### src/rtl/regwb_ctrl.sv
// Write-back controller: load scoreboard, pending-load counter, one-entry load buffer
// and register-file write-port arbitration. Optional bypass enabled by REGWB_FORWARD_EN.
// T (and every other ordinary code) is written raw; the register file derives T.
module regwb_ctrl #(
    parameter logic [3:0] REG0 = 4'd0,
    parameter logic [3:0] PC   = 4'd15
) (
    input  logic        Clk,
    input  logic        Rst,
    input  logic        IssueValid,
    input  logic        IssueIsLoad,
    input  logic [3:0]  IssueRd,
    input  logic [3:0]  IssueRs,
    input  logic [3:0]  IssueRt,
    output logic        Stall,
    input  logic        AluValid,
    input  logic [3:0]  AluRd,
    input  logic [15:0] AluData,
    input  logic        MemValid,
    output logic        MemReady,
    input  logic [3:0]  MemRd,
    input  logic [15:0] MemData,
    output logic        RegWre,
    output logic [3:0]  WriteReg,
    output logic [15:0] WriteData,
    output logic        FwdHit1,
    output logic        FwdHit2,
    output logic [15:0] FwdData1,
    output logic [15:0] FwdData2
);

    localparam int unsigned REG_W  = 4;
    localparam int unsigned DATA_W = 16;
    localparam int unsigned NREGS  = 16;
    localparam int unsigned CNT_W  = 3;
    localparam logic [CNT_W-1:0] CNT_MAX = CNT_W'(7);

    typedef enum logic {
        ST_EMPTY = 1'b0,
        ST_HELD  = 1'b1
    } buf_state_e;

    buf_state_e          r_state;
    buf_state_e          w_state_nxt;

    logic [NREGS-1:0]    r_busy;
    logic [NREGS-1:0]    w_busy_nxt;
    logic [CNT_W-1:0]    r_pend_cnt;
    logic [CNT_W-1:0]    w_cnt_nxt;

    logic [REG_W-1:0]    r_buf_rd;
    logic [DATA_W-1:0]   r_buf_data;

    logic                r_reg_wre;
    logic [REG_W-1:0]    r_write_reg;
    logic [DATA_W-1:0]   r_write_data;

    logic                w_capture;
    logic                w_sel_alu;
    logic                w_sel_buf;
    logic                w_sel_mem;
    logic                w_wr_valid;
    logic                w_load_wr;
    logic [REG_W-1:0]    w_wr_rd;
    logic [DATA_W-1:0]   w_wr_data;
    logic                w_wr_commit;

    logic                w_fwd_hit1;
    logic                w_fwd_hit2;
    logic                w_stall;
    logic                w_load_issue;

    function automatic logic f_writable(input logic [REG_W-1:0] rd);
        return (rd != REG0) && (rd != PC);
    endfunction

    // Load buffer state register
    always_ff @(posedge Clk or negedge Rst) begin
        if (!Rst) begin
            r_state <= ST_EMPTY;
        end else begin
            r_state <= w_state_nxt;
        end
    end

    // Buffer next state and write-port source select (ALU > held load > new load)
    always_comb begin
        w_state_nxt = r_state;
        w_capture   = 1'b0;
        w_sel_alu   = AluValid;
        w_sel_buf   = 1'b0;
        w_sel_mem   = 1'b0;
        case (r_state)
            ST_EMPTY: begin
                if (MemValid) begin
                    if (AluValid) begin
                        w_capture   = 1'b1;
                        w_state_nxt = ST_HELD;
                    end else begin
                        w_sel_mem = 1'b1;
                    end
                end
            end
            ST_HELD: begin
                if (!AluValid) begin
                    w_sel_buf   = 1'b1;
                    w_state_nxt = ST_EMPTY;
                end
            end
            default: w_state_nxt = ST_EMPTY;
        endcase
    end

    assign MemReady  = (r_state == ST_EMPTY);
    assign w_load_wr = w_sel_buf | w_sel_mem;
    assign w_wr_valid = w_sel_alu | w_load_wr;

    always_comb begin
        w_wr_rd   = MemRd;
        w_wr_data = MemData;
        if (w_sel_alu) begin
            w_wr_rd   = AluRd;
            w_wr_data = AluData;
        end else if (w_sel_buf) begin
            w_wr_rd   = r_buf_rd;
            w_wr_data = r_buf_data;
        end
    end

    assign w_wr_commit = w_wr_valid & f_writable(w_wr_rd);

    // Load captured while the ALU owns the port
    always_ff @(posedge Clk or negedge Rst) begin
        if (!Rst) begin
            r_buf_rd   <= '0;
            r_buf_data <= '0;
        end else if (w_capture) begin
            r_buf_rd   <= MemRd;
            r_buf_data <= MemData;
        end
    end

    // Registered write port; REG0/PC destinations are dropped
    always_ff @(posedge Clk or negedge Rst) begin
        if (!Rst) begin
            r_reg_wre    <= 1'b0;
            r_write_reg  <= '0;
            r_write_data <= '0;
        end else begin
            r_reg_wre <= w_wr_commit;
            if (w_wr_commit) begin
                r_write_reg  <= w_wr_rd;
                r_write_data <= w_wr_data;
            end
        end
    end

    assign RegWre    = r_reg_wre;
    assign WriteReg  = r_write_reg;
    assign WriteData = r_write_data;

`ifdef REGWB_FORWARD_EN
    assign w_fwd_hit1 = r_reg_wre && (r_write_reg == IssueRs) && f_writable(IssueRs);
    assign w_fwd_hit2 = r_reg_wre && (r_write_reg == IssueRt) && f_writable(IssueRt);
    assign FwdData1   = w_fwd_hit1 ? r_write_data : '0;
    assign FwdData2   = w_fwd_hit2 ? r_write_data : '0;
`else
    assign w_fwd_hit1 = 1'b0;
    assign w_fwd_hit2 = 1'b0;
    assign FwdData1   = '0;
    assign FwdData2   = '0;
`endif

    assign FwdHit1 = w_fwd_hit1;
    assign FwdHit2 = w_fwd_hit2;

    // Source hazards are waived when the value is on the bypass this cycle
    assign w_stall = IssueValid & ((r_busy[IssueRs] & ~w_fwd_hit1) |
                                   (r_busy[IssueRt] & ~w_fwd_hit2) |
                                   r_busy[IssueRd] |
                                   (IssueIsLoad & (r_pend_cnt == CNT_MAX)));
    assign Stall = w_stall;

    assign w_load_issue = IssueValid & IssueIsLoad & ~w_stall;

    // Clear on load write first so a coinciding set wins
    always_comb begin
        w_busy_nxt = r_busy;
        if (w_load_wr) begin
            w_busy_nxt[w_wr_rd] = 1'b0;
        end
        if (w_load_issue && f_writable(IssueRd)) begin
            w_busy_nxt[IssueRd] = 1'b1;
        end
    end

    // Saturating pending-load count
    always_comb begin
        w_cnt_nxt = r_pend_cnt;
        if (w_load_issue && !w_load_wr) begin
            if (r_pend_cnt != CNT_MAX) begin
                w_cnt_nxt = r_pend_cnt + CNT_W'(1);
            end
        end else if (!w_load_issue && w_load_wr) begin
            if (r_pend_cnt != '0) begin
                w_cnt_nxt = r_pend_cnt - CNT_W'(1);
            end
        end
    end

    always_ff @(posedge Clk or negedge Rst) begin
        if (!Rst) begin
            r_busy     <= '0;
            r_pend_cnt <= '0;
        end else begin
            r_busy     <= w_busy_nxt;
            r_pend_cnt <= w_cnt_nxt;
        end
    end

    a_no_reserved_write: assert property (@(posedge Clk) disable iff (!Rst)
        r_reg_wre |-> f_writable(r_write_reg));
    a_no_reserved_busy: assert property (@(posedge Clk) disable iff (!Rst)
        !r_busy[REG0] && !r_busy[PC]);

endmodule

### config.mk
export PLATFORM = sky130hd
export DESIGN_NAME = regwb_ctrl
export DESIGN_NICKNAME = d
export VERILOG_FILES = /design/src/rtl/regwb_ctrl.sv
export SDC_FILE = /design/constraint.sdc
export NUM_CORES = 1
export LEC_CHECK = 0
export CAP_MARGIN = 20
export CORE_UTILIZATION = 30
export DETAILED_ROUTE_END_ITERATION = 6
export RECOVER_POWER = 25
export REMOVE_ABC_BUFFERS = 1
export SYNTH_ARGS = -nofsm -noshare
export SYNTH_HDL_FRONTEND = slang
export SYNTH_SLANG_ARGS = --single-unit
### constraint.sdc
create_clock -name Clk -period 4.7 [get_ports Clk]
set_clock_uncertainty 0.15 [all_clocks]
set_input_delay 1.175 -clock Clk [delete_from_list [all_inputs] [get_ports Clk]]
set_output_delay 1.175 -clock Clk [all_outputs]
set_load 0.02 [all_outputs]
# After elaboration in Yosys (flattened, before gate mapping)

Index checks and enable logic that the tools add are counted.

Bits in registers: 61
Input bits: 58
Logic and storage cells: 79

$add $sub $neg: 2
$lt $le $gt $ge: 6
Eq/ne operators: 5
Mux-type cells: 28
Bitwise gates (word level): 15
Reductions and logical operators: 15

Operators by type and width:

| kind                  | number |
|---|---|
| $mux W16              | 4 |
| $lt A4 B5 Y1 const B  | 4 |
| $and A16 B16 Y16      | 1 |
| $not A16 Y16          | 1 |
| $or A16 B16 Y16       | 1 |
| $bmux W1 S4           | 3 |
| $mux W1               | 12 |
| $mux W3               | 4 |
| $demux W1 S4          | 2 |
| $ge A4 B1 Y1 const B  | 2 |
| $mux W4               | 2 |
| $ne A4 B4 Y1 const B  | 2 |
| $reduce_bool A4 Y1    | 2 |
| $logic_and A1 B1 Y1   | 7 |
| $and A1 B1 Y1         | 5 |
| $or A1 B1 Y1          | 5 |
| $reduce_bool A2 Y1    | 2 |
| $add A3 B1 Y3 const B | 1 |
| $eq A3 B3 Y1 const B  | 1 |
| $ne A3 B3 Y1 const B  | 1 |
| $reduce_and A3 Y1     | 1 |
| $reduce_bool A3 Y1    | 1 |
| $sub A3 B1 Y3 const B | 1 |
| $logic_not A1 Y1      | 2 |
| 3 further kinds       | 4 |

# Longest topological paths before layout

Gate-level depths: netlist of the first run.

Depth after elaboration: 13
Mapped depth: 15
Depth with buffers taken out: 12

# Worst setup path before layout of the first run

OpenSTA, ideal clock, no wires.

Kind: input-to-reg
Start: input IssueRt[2]
End: register r_pend_cnt[2]
Data arrival time: 4.071 ns
Slack: 0.411 ns
Cell stages on the path: 15
Path buffers: 3
Path through: clkbuf_1 -> mux2i_1 -> nor4bb_1 -> nor4_2 -> nand4_2 -> buf_6 -> nor2_1 -> ha_1 -> clkbuf_1 -> inv_1 -> fa_1 -> nor3b_1 -> a21oi_1 -> or3_1 -> nand3_1

Longest elaborated chain between the ends: 12
Elaborated cells on any way between the ends: 16

RTL lines:

| item                            | line | RTL |
|---|---|---|
| from (decl)                     | 14   | `input logic [3:0] IssueRt,` |
| $bmux W1 S4 *                   | 179  | `(r_busy[IssueRt] & ~w_fwd_hit2) \|` |
| $mux W1 (not written as such) * | 179  |  |
| $or A1 B1 Y1 *                  | 178  | `assign w_stall = IssueValid & ((r_busy[IssueRs] & ~w_fwd_hit1) \|` |
| $or A1 B1 Y1 *                  | 179  |  |
| $or A1 B1 Y1 *                  | 180  | `r_busy[IssueRd] \|` |
| $and A1 B1 Y1 *                 | 178  |  |
| $not A1 Y1 *                    | 184  | `assign w_load_issue = IssueValid & IssueIsLoad & ~w_stall;` |
| $and A1 B1 Y1 *                 | 184  |  |
| $logic_not A1 Y1                | 204  | `end else if (!w_load_issue && w_load_wr) begin` |
| $logic_and A1 B1 Y1             | 204  |  |
| $reduce_bool A2 Y1 (no line)    | n/a  |  |
| $reduce_and A3 Y1 (no line)     | n/a  |  |
| to (signal assigned)            | 217  | `r_pend_cnt <= w_cnt_nxt;` |
| to (decl)                       | 48   | `logic [CNT_W-1:0] r_pend_cnt;` |

Mark *: on every way between the ends. The rest lies on a longest branch, timed or not. The select of a mux whose other input is x is not followed.
A chain may end at the register's enable or synchronous reset.

# Final worst setup path of the first run

Start: input IssueRs[2]
End: output Stall

Longest elaborated chain between the ends: 6

RTL lines:

| item                          | line | RTL |
|---|---|---|
| from (decl)                   | 13   | `input logic [3:0] IssueRs,` |
| $bmux W1 S4                   | 178  |  |
| $mux W1 (not written as such) | 178  |  |
| $or A1 B1 Y1                  | 178  |  |
| $or A1 B1 Y1                  | 179  |  |
| $or A1 B1 Y1                  | 180  |  |
| $and A1 B1 Y1                 | 178  |  |
| to (decl)                     | 15   | `output logic Stall,` |

Every way passes these cells. The select of a mux whose other input is x is not followed.

==> results of run 1 <==
-- registers in the layout (all words and copies together), names as in the netlist --
name / count
WriteData: 16
r_buf_data: 16
r_busy: 16
WriteReg: 4
r_buf_rd: 4
r_pend_cnt: 3
RegWre: 1
r_state: 1
-- worst max-delay path by stage --
stage / start / to / slack (ns) / cells past startpoint
6_report: IssueRs[2] / Stall / 0.20 / 7
2_1_floorplan: IssueRd[1] / Stall / -0.21 / 4
3_3_place_gp: IssueRs[0] / Stall / -0.29 / 7
3_5_place_dp: IssueRs[0] / Stall / -0.32 / 7
4_1_cts: IssueRs[2] / Stall / 0.18 / 7
5_1_grt: IssueRd[3] / Stall / 0.003 / 6
-- through the flow --
step,instances,instance area (um2),util
4_1_cts,619,5080,0.418
3_5_place_dp,603,4760,0.392
5_1_grt,619,5070,0.417
2_1_floorplan,333,3580,-
6_report,619,5070,0.417
3_3_place_gp,603,4760,0.392
-- cells in the final DEF (no fill, tap or decap), types with 4 or more instances in the layout --
cell type	instances
o21ai_1	4
inv_1	4
nor2_1	5
buf_4	21
o21ai_0	38
nor3_1	5
clkbuf_16	9
nand2_1	26
conb_1	34
nand3_1	11
mux2_2	20
mux2i_1	34
dfrtp_1	61
clkdlybuf4s50_1	77
a2bb2oi_1	4
mux2_1	17
o21a_1	6
nor2b_1	4
o41ai_2	10
nor4b_1	4
-- Yosys cell counts, types with 5 or more instances --
cell	count
dfrtp_1	61
mux2_1	17
buf_4	34
o41ai_2	9
mux2i_1	34
o21a_1	6
nand3_1	11
o21ai_0	38
nand2_1	26
mux2_2	20
nor3_1	5
nor2_1	5
buf_2	5
clkbuf_1	11
-- what timing repair did --
action,4_1_cts,5_1_grt
endpoints found under the setup margin,1,0
setup buffers,0,0
gates resized for setup,3,0
-- metal layers --
metal  GRT usage  vias to the layer above
met5           0                        -
met4      0.0545                        0
met3      0.0540                       11
met2       0.244                      115
met1       0.191                     1446
li1            -                     1429
-- where the power goes --
group | internal [mW] | switching, mW | total, mW
sequential | 0.652 | 0.119 | 0.771
combinational | 0.338 | 0.317 | 0.656
clock | 0.464 | 0.239 | 0.702
-- logic make-up (layout without fill, tap and decap cells) --
kind of cell	Yosys count	after routing	share of synthesized area
AOI/OAI and AO/OA	75	75	0.145
xor gates and xnor gates	1	1	0.00230
adders and majority gates	2	2	0.00856
buffers and inverters	57	122	0.0935
DFF	61	61	0.402
muxes	75	75	0.224
other	1	34	0.000987
and+or+nand+nor	81	81	0.125
-- layout make-up --
| class | instances | area [um2] |
|---|---|---|
| well taps | 168 | 210 |
| clock inverters | 6 | 87.6 |
| inverters | 4 | 15.0 |
| flip-flops and latches | 61 | 1530 |
| repair buffers | 102 | 956 |
| multi-input cells | 268 | 2050 |
| clock buffers | 10 | 229 |
| fillers | 1202 | 7090 |
==> impl_metrics.env, run 1 <==
export IMPL_firstDrtPassIters=4
export IMPL_avgViaCountPerCell=4.85
export IMPL_r2r_start="r_busy[15]"
export IMPL_hold_depth=1
export IMPL_drcViolationCount=0
export IMPL_hp_start="WriteData[14]"
export IMPL_grt_pass1_vias=3073
export IMPL_rows=40
export IMPL_critical_path_buf_inv_count=2
export IMPL_drtAntennaViolNets=0
export IMPL_cts_root_buf="clkbuf_16"
export IMPL_globalplace_congestion=0.866
export IMPL_synth_edf_count=0
export IMPL_topRoutingLayerUsed="met4"
export IMPL_cts_tree="yes"
export IMPL_wl_met3_um=861
export IMPL_min_path_type="flip-flop to flip-flop"
export IMPL_power_leakage_nw=2.15
export IMPL_synth_area_mm2=0.00380
export IMPL_relSlewSlack=0.109
export IMPL_cts_hold_buffers=0
export IMPL_grt_max_degree=39
export IMPL_drv_slew=0
export IMPL_clk_latency_ns=0.33
export IMPL_cp_cell_sequence="clkdlybuf4s50_1, mux4_2, a22o_1, nor4_4, nand3_1, o21a_1, dlygate4sd2_1"
export IMPL_yosys_most_used_dff="dfrtp_1"
export IMPL_nets=506
export IMPL_critical_path_class="input pin to output pin"
export IMPL_vias=3001
export IMPL_arrival_ns=3.18
export IMPL_status="complete, no violations"
export IMPL_htree_levels=3
export IMPL_power_per_cell_area_mw_per_mm2=420
export IMPL_die_w_um=115
export IMPL_io_buffers=80
export IMPL_cts_buffer_depth=2
export IMPL_syn_avg_cell_area_um2=10.8
export IMPL_finalCritPeriodShare=0.958
export IMPL_synth_async_sr_flop_share=1.00
export IMPL_clock_fmax_mhz=222
export IMPL_layout_drive_gt1_share=0.171
export IMPL_rrSetupSlack_ns=1.32
export IMPL_setup_viol=0
export IMPL_wirelength_mm=9.57
export IMPL_wl_met1_mm=4.11
export IMPL_hold_ws_ns=0.333
export IMPL_holdPathEnd="WriteData[14]"
export IMPL_grt_usage=0.153
export IMPL_synthCells=353
export IMPL_tightest_slew_ns=1.34
export IMPL_fp_dieH_um=115
export IMPL_required_ns=3.38
export IMPL_grt_pass1_wl_mm=15.5
export IMPL_critical_path_slowest_cell="clkdlybuf4s50_1"
export IMPL_n_antenna_cell=0
export IMPL_dp_hpwl_mm=7.11
export IMPL_cap_viol_max_count=0
export IMPL_final_setup_tns_ns=0
export IMPL_clock_sinks=61
export IMPL_antenna_found_initial=0
export IMPL_worst_ir_drop_vdd_mv=0.205
export IMPL_r2r_cells=13
export IMPL_cts_made_buffers=9
export IMPL_period_minus_slack_ns=4.50
export IMPL_dpl_worst_slack_ns=-0.322
export IMPL_grt_ovfl_total=0
export IMPL_setup_ws_ns=0.197
export IMPL_synth_area_top_cells="dfrtp_1 40%, mux2i_1 9.0%, buf_4 6.7%"
export IMPL_hold_violations=0
export IMPL_synth_yosys_seq_area_share=0.402
export IMPL_synth_top_area_cell="dfrtp_1"
export IMPL_synthDistinctLibCells=51
export IMPL_synth_seq_cells=61
export IMPL_r2r_end="r_pend_cnt[2]"
export IMPL_first_iter_violations=123
export IMPL_yosysTopAreaCellShare=0.402
export IMPL_path_max_fanout=3
export IMPL_route_met2_wl_mm=4.47
export IMPL_dieArea_mm2=0.0131
export IMPL_clk_pin_slew_ns=0.05
export IMPL_area_delta_synth_final_pct=33.5
export IMPL_power_mw=2.13
export IMPL_crit_family="buffers and inverters"
export IMPL_end_kind="output pin"
export IMPL_max_stage_delay_ns=0.53
export IMPL_routedWlPerCell_um=15.5
export IMPL_start_kind="input pin"
export IMPL_rsz0062_at_grt="no"
export IMPL_initial_core_util=0.313
export IMPL_core_mm2=0.0122
export IMPL_ios=115
export IMPL_yosysWarnings=0
Power figures use the tool's default switching activity.
==> run 2, diff against run 1 <==
--- a/config.mk
+++ b/config.mk
@@ -9,7 +9,6 @@
 export CORE_UTILIZATION = 30
 export DETAILED_ROUTE_END_ITERATION = 6
 export RECOVER_POWER = 25
-export REMOVE_ABC_BUFFERS = 1
 export SYNTH_ARGS = -nofsm -noshare
 export SYNTH_HDL_FRONTEND = slang
 export SYNTH_SLANG_ARGS = --single-unit
==> impl_metrics.env, run 2 (same netlist as run 1, synthesis figures left out) <==
export IMPL_dieArea_mm2=0.0131
export IMPL_period_minus_slack_ns=4.50
export IMPL_holdPathEnd="WriteData[12]"
export IMPL_fp_dieH_um=115
export IMPL_worst_ir_drop_vdd_mv=0.208
export IMPL_cts_root_buf="clkbuf_16"
export IMPL_path_max_fanout=3
export IMPL_layout_drive_gt1_share=0.178
export IMPL_grt_max_degree=41
export IMPL_clock_fmax_mhz=222
export IMPL_dpl_cell_count=607
export IMPL_tightest_slew_ns=2.19
export IMPL_final_setup_tns_ns=0
export IMPL_htree_levels=3
export IMPL_clk_latency_ns=0.33
export IMPL_grt_ovfl_total=0
export IMPL_critical_path_slowest_cell="clkdlybuf4s50_1"
export IMPL_cp_cell_sequence="clkdlybuf4s50_1, mux4_2, a22o_1, nor4_4, nand3_1, o21a_1, dlygate4sd2_1"
export IMPL_p_comb_frac=0.312
export IMPL_cts_tree="yes"
export IMPL_setup_viol=0
export IMPL_initial_core_util=0.313
export IMPL_grt_usage=0.151
export IMPL_antenna_found_initial=0
export IMPL_setup_ws_ns=0.204
export IMPL_routedWlPerCell_um=15.0
export IMPL_dpl_worst_slack_ns=-0.268
export IMPL_clk_pin_slew_ns=0.05
export IMPL_fin_cells=622
export IMPL_hold_violations=0
export IMPL_rrSetupSlack_ns=1.40
export IMPL_hp_start="WriteData[12]"
export IMPL_status="complete, but fails checks"
export IMPL_power_mw=2.09
export IMPL_arrival_ns=3.17
export IMPL_sw_frac_of_total=0.318
export IMPL_critical_path_buf_inv_count=2
export IMPL_power_leakage_nw=2.18
export IMPL_n_antenna_cell=0
export IMPL_placed_area_mm2=0.00481
export IMPL_first_iter_violations=140
export IMPL_avgViaCountPerCell=4.82
export IMPL_p_seq_frac=0.372
export IMPL_power_per_cell_area_mw_per_mm2=410
export IMPL_regArea_mm2=0.00153
export IMPL_r2r_cells=13
export IMPL_end_kind="output pin"
export IMPL_cts_hold_buffers=0
export IMPL_ios=115
export IMPL_p_sw_mw=0.665
export IMPL_p_clk_frac=0.316
export IMPL_layout_common_cells="76 x clkdlybuf4s50_1, 61 x dfrtp_1, 38 x o21ai_0"
export IMPL_firstDrtPassIters=5
export IMPL_core_mm2=0.0122
export IMPL_critical_path_class="input pin to output pin"
export IMPL_rows=40
export IMPL_dp_hpwl_mm=7.12
export IMPL_globalplace_congestion=0.852
export IMPL_cts_buffer_depth=2
export IMPL_nets=510
export IMPL_hold_depth=1
export IMPL_area_delta_synth_final_pct=34.3
export IMPL_cts_made_buffers=9
export IMPL_relSlewSlack=-0.460
export IMPL_drcViolationCount=0
export IMPL_required_ns=3.38
export IMPL_wirelength_mm=9.35
export IMPL_final_common_cell="clkdlybuf4s50_1"
export IMPL_clock_sinks=61
export IMPL_rsz0062_at_grt="no"
export IMPL_io_buffers=80
export IMPL_grt_pass1_vias=3014
export IMPL_die_w_um=115
export IMPL_finalCritPeriodShare=0.957
export IMPL_n_fill_cell=1199
export IMPL_r2r_start="r_busy[15]"
export IMPL_min_path_type="flip-flop to flip-flop"
export IMPL_max_stage_delay_ns=0.53
export IMPL_start_kind="input pin"
export IMPL_post_cts_setup_buffer_count=0
export IMPL_stdcell_area_mm2=0.00510
export IMPL_crit_family="buffers and inverters"
export IMPL_r2r_end="r_pend_cnt[2]"
export IMPL_drtAntennaViolNets=0
export IMPL_cap_viol_max_count=1
export IMPL_multi_input_area_mm2=0.00205
export IMPL_grt_pass1_wl_mm=15.4
export IMPL_internal_power_mw=1.43
export IMPL_vias=2995
export IMPL_violations="capacitance limit, slew limit"
export IMPL_drv_slew=41
## run 2: cell count changes in the layout (fill, tap and decap cells not counted), sizes merged
cell,before,now
dlymetal6s2s,0,1
clkinv,4,2
bufinv,2,1
clkdlybuf4s50,77,76
buf,21,26
clkdlybuf4s15,1,0
dlygate4sd2,1,2
clkinvlp,0,1
## run 2: worst max path at each step
stage / cells past startpoint / endpoint / from
final: 7 / Stall / IssueRs[2]
after global routing: 7 / Stall / IssueRs[2]
after CTS: 8 / Stall / IssueRd[1]
after detailed placement: 7 / Stall / IssueRs[0]
after global placement: 7 / Stall / IssueRs[0]
after floorplan: 15 / r_pend_cnt[2] / IssueRt[2]
## run 2: final cells by class
class,instances,share of cell area
Clock buffer,11,0.0495
Clock inverter,4,0.00931
Inverter,4,0.00294
Multi-Input combinational cell,268,0.402
Sequential cell,61,0.299
Tap cell,168,0.0412
Timing Repair Buffer,106,0.196
## run 2: power groups by stage
stage / Sequential, mW / Combinational, mW / Clock [mW]
floorplan: 0.773 / 0.408 / 0
global placement: 0.779 / 0.645 / 0
detailed placement: 0.782 / 0.661 / 0
CTS: 0.775 / 0.662 / 0.671
global route: 0.795 / 0.716 / 0.699
finish: 0.778 / 0.653 / 0.661
## run 2: worst reg2reg max path: stages, from the launching register on
cell     delay, ns
dfrtp_1       0.43
mux4_2        0.49
a22o_1        0.25
nor4_4        0.30
buf_4         0.16
nand4_2       0.11
nor2_1        0.11
ha_1          0.17
inv_1         0.05
fa_1          0.38
nor3b_1       0.21
a21oi_1       0.05
or3_1         0.30
nand3_1       0.09
## run 2: metal layers
metal  global-route usage  routed length (um)  part of all wire  vias to the layer above
li1                     -                   -                 -                     1427
met1                0.185                4090              0.44                     1439
met2                0.244                4280              0.46                      117
met3               0.0598                 874             0.093                       12
met4               0.0442                 102             0.011                        0
met5                    0                   0                 0                        -
## run 2: repair_timing
item                                    in CTS  in global routing
gates resized for setup                      2                  1
endpoints found under the setup margin       1                  1
cloned                                       0                  0
## run 2: per-stage QoR
stage,utilization,hold WS (ns)
2_1_floorplan,-,0.329
4_1_cts,0.420,0.335
5_1_grt,0.420,0.356
3_5_place_dp,0.395,0.324
3_3_place_gp,0.395,0.320
6_report,0.420,0.334
==> run 3, diff against run 2 <==
--- a/config.mk
+++ b/config.mk
@@ -6,9 +6,9 @@
 export NUM_CORES = 1
 export LEC_CHECK = 0
 export CAP_MARGIN = 20
+export CORE_MARGIN = 3
 export CORE_UTILIZATION = 30
 export DETAILED_ROUTE_END_ITERATION = 6
-export RECOVER_POWER = 25
 export SYNTH_ARGS = -nofsm -noshare
 export SYNTH_HDL_FRONTEND = slang
 export SYNTH_SLANG_ARGS = --single-unit
==> impl_metrics.env, run 3 (same netlist as run 1, synthesis figures left out) <==
export IMPL_power_leakage_nw=2.16
export IMPL_p_seq_frac=0.375
export IMPL_dp_hpwl_mm=7.36
export IMPL_final_setup_tns_ns=0
export IMPL_grt_max_degree=41
export IMPL_r2r_end="r_pend_cnt[2]"
export IMPL_holdPathEnd="WriteData[7]"
export IMPL_core_mm2=0.0122
export IMPL_p_comb_frac=0.315
export IMPL_ios=115
export IMPL_first_iter_violations=146
export IMPL_min_path_type="flip-flop to flip-flop"
export IMPL_internal_power_mw=1.42
export IMPL_drtAntennaViolNets=0
export IMPL_status="complete, no violations"
export IMPL_clk_latency_ns=0.32
export IMPL_wirelength_mm=9.56
export IMPL_nets=511
export IMPL_dpl_worst_slack_ns=-0.261
export IMPL_arrival_ns=3.17
export IMPL_r2r_cells=13
export IMPL_globalplace_congestion=0.865
export IMPL_n_antenna_cell=0
export IMPL_final_common_cell="clkdlybuf4s50_1"
export IMPL_period_minus_slack_ns=4.50
export IMPL_n_fill_cell=1203
export IMPL_required_ns=3.38
export IMPL_fin_cells=624
export IMPL_clock_sinks=61
export IMPL_initial_core_util=0.311
export IMPL_clk_pin_slew_ns=0.05
export IMPL_io_buffers=80
export IMPL_worst_ir_drop_vdd_mv=0.260
export IMPL_drcViolationCount=0
export IMPL_avgViaCountPerCell=4.86
export IMPL_grt_pass1_vias=3108
export IMPL_setup_ws_ns=0.204
export IMPL_hold_ws_ns=0.336
export IMPL_sw_frac_of_total=0.319
export IMPL_routedWlPerCell_um=15.3
export IMPL_vias=3034
export IMPL_rows=40
export IMPL_p_sw_mw=0.663
export IMPL_layout_drive_gt1_share=0.180
export IMPL_rrSetupSlack_ns=1.41
export IMPL_cts_root_buf="clkbuf_16"
export IMPL_firstDrtPassIters=4
export IMPL_grt_usage=0.136
export IMPL_start_kind="input pin"
export IMPL_grt_ovfl_total=0
export IMPL_cts_tree="yes"
export IMPL_hold_depth=1
export IMPL_critical_path_class="input pin to output pin"
export IMPL_fp_dieH_um=119
export IMPL_hold_violations=0
export IMPL_cts_buffer_depth=2
export IMPL_relSlewSlack=0.397
export IMPL_finalCritPeriodShare=0.957
export IMPL_dpl_cell_count=608
export IMPL_cap_viol_max_count=0
export IMPL_htree_levels=3
export IMPL_end_kind="output pin"
export IMPL_hp_start="WriteData[7]"
export IMPL_r2r_start="r_busy[15]"
export IMPL_tightest_slew_ns=0.904
export IMPL_layout_common_cells="77 x clkdlybuf4s50_1, 61 x dfrtp_1, 38 x o21ai_0"
export IMPL_path_max_fanout=3
export IMPL_clock_fmax_mhz=222
export IMPL_grt_pass1_wl_mm=15.7
export IMPL_p_clk_frac=0.310
export IMPL_die_w_um=119
export IMPL_antenna_found_initial=0
export IMPL_cts_made_buffers=9
export IMPL_dieArea_mm2=0.0141
export IMPL_post_cts_setup_buffer_count=0
export IMPL_setup_viol=0
export IMPL_cts_hold_buffers=0
export IMPL_rsz0062_at_grt="no"
export IMPL_drv_slew=0
export IMPL_area_delta_synth_final_pct=34.0
export IMPL_power_per_cell_area_mw_per_mm2=408
## run 3: changes by cell type in the layout (fill, tap and decap cells not counted), sizes merged
cell	change
buf	+2
clkdlybuf4s50	+1
dlymetal6s2s	-1
## run 3: final cells by class
type	count	area, um2	share of cell area
clock buffers	12	246	0.0484
clock inverters	4	47.5	0.00934
inverters	4	15.0	0.00295
multi-input cells	268	2050	0.403
flip-flops and latches	61	1530	0.300
well taps	168	210	0.0413
repair buffers	107	996	0.196
## run 3: metal layers
metal,global-route usage,share of wire,up-vias
met5,0,0,-
met4,0.0348,0.0088,0
met3,0.0459,0.092,8
met2,0.220,0.45,115
met1,0.175,0.45,1467
li1,-,-,1444
## run 3: what timing repair did
| item | CTS | global route |
|---|---|---|
| gates resized for setup | 2 | 0 |
| hold endpoints to repair | 0 | 0 |
| endpoints found under the setup margin | 1 | 0 |
## run 3: worst max path at each step
stage | end | slack (ns) | from | cells after the start
after floorplan | r_pend_cnt[2] | 0.41 | IssueRt[2] | 15
after global placement | Stall | -0.24 | IssueRs[0] | 7
after detailed placement | Stall | -0.26 | IssueRs[0] | 8
after global routing | Stall | 0.12 | IssueRt[2] | 8
final | Stall | 0.20 | IssueRs[2] | 7
after CTS | Stall | 0.20 | IssueRs[2] | 7
## run 3: power by group through the flow
stage,sequential (mW),combinational (mW),clock [mW]
2_1_floorplan,0.773,0.408,0
3_3_place_gp,0.781,0.646,0
3_5_place_dp,0.784,0.661,0
4_1_cts,0.778,0.663,0.659
5_1_grt,0.798,0.720,0.678
6_report,0.780,0.654,0.643
## run 3: worst max-delay path: stages
cell	delay [ns]
clkdlybuf4s50_1	0.53
mux4_2	0.31
a22o_1	0.25
nor4_4	0.29
nand3_1	0.10
o21a_1	0.19
dlygate4sd2_1	0.32
## run 3: stage by stage
| stage | util | instance area [um2] | power, mW |
|---|---|---|---|
| 5_1_grt | 0.417 | 5090 | 2.20 |
| 4_1_cts | 0.417 | 5090 | 2.10 |
| 6_report | 0.417 | 5090 | 2.08 |
| 3_3_place_gp | 0.393 | 4800 | 1.43 |
| 3_5_place_dp | 0.393 | 4800 | 1.44 |
| 2_1_floorplan | - | 3930 | 1.18 |
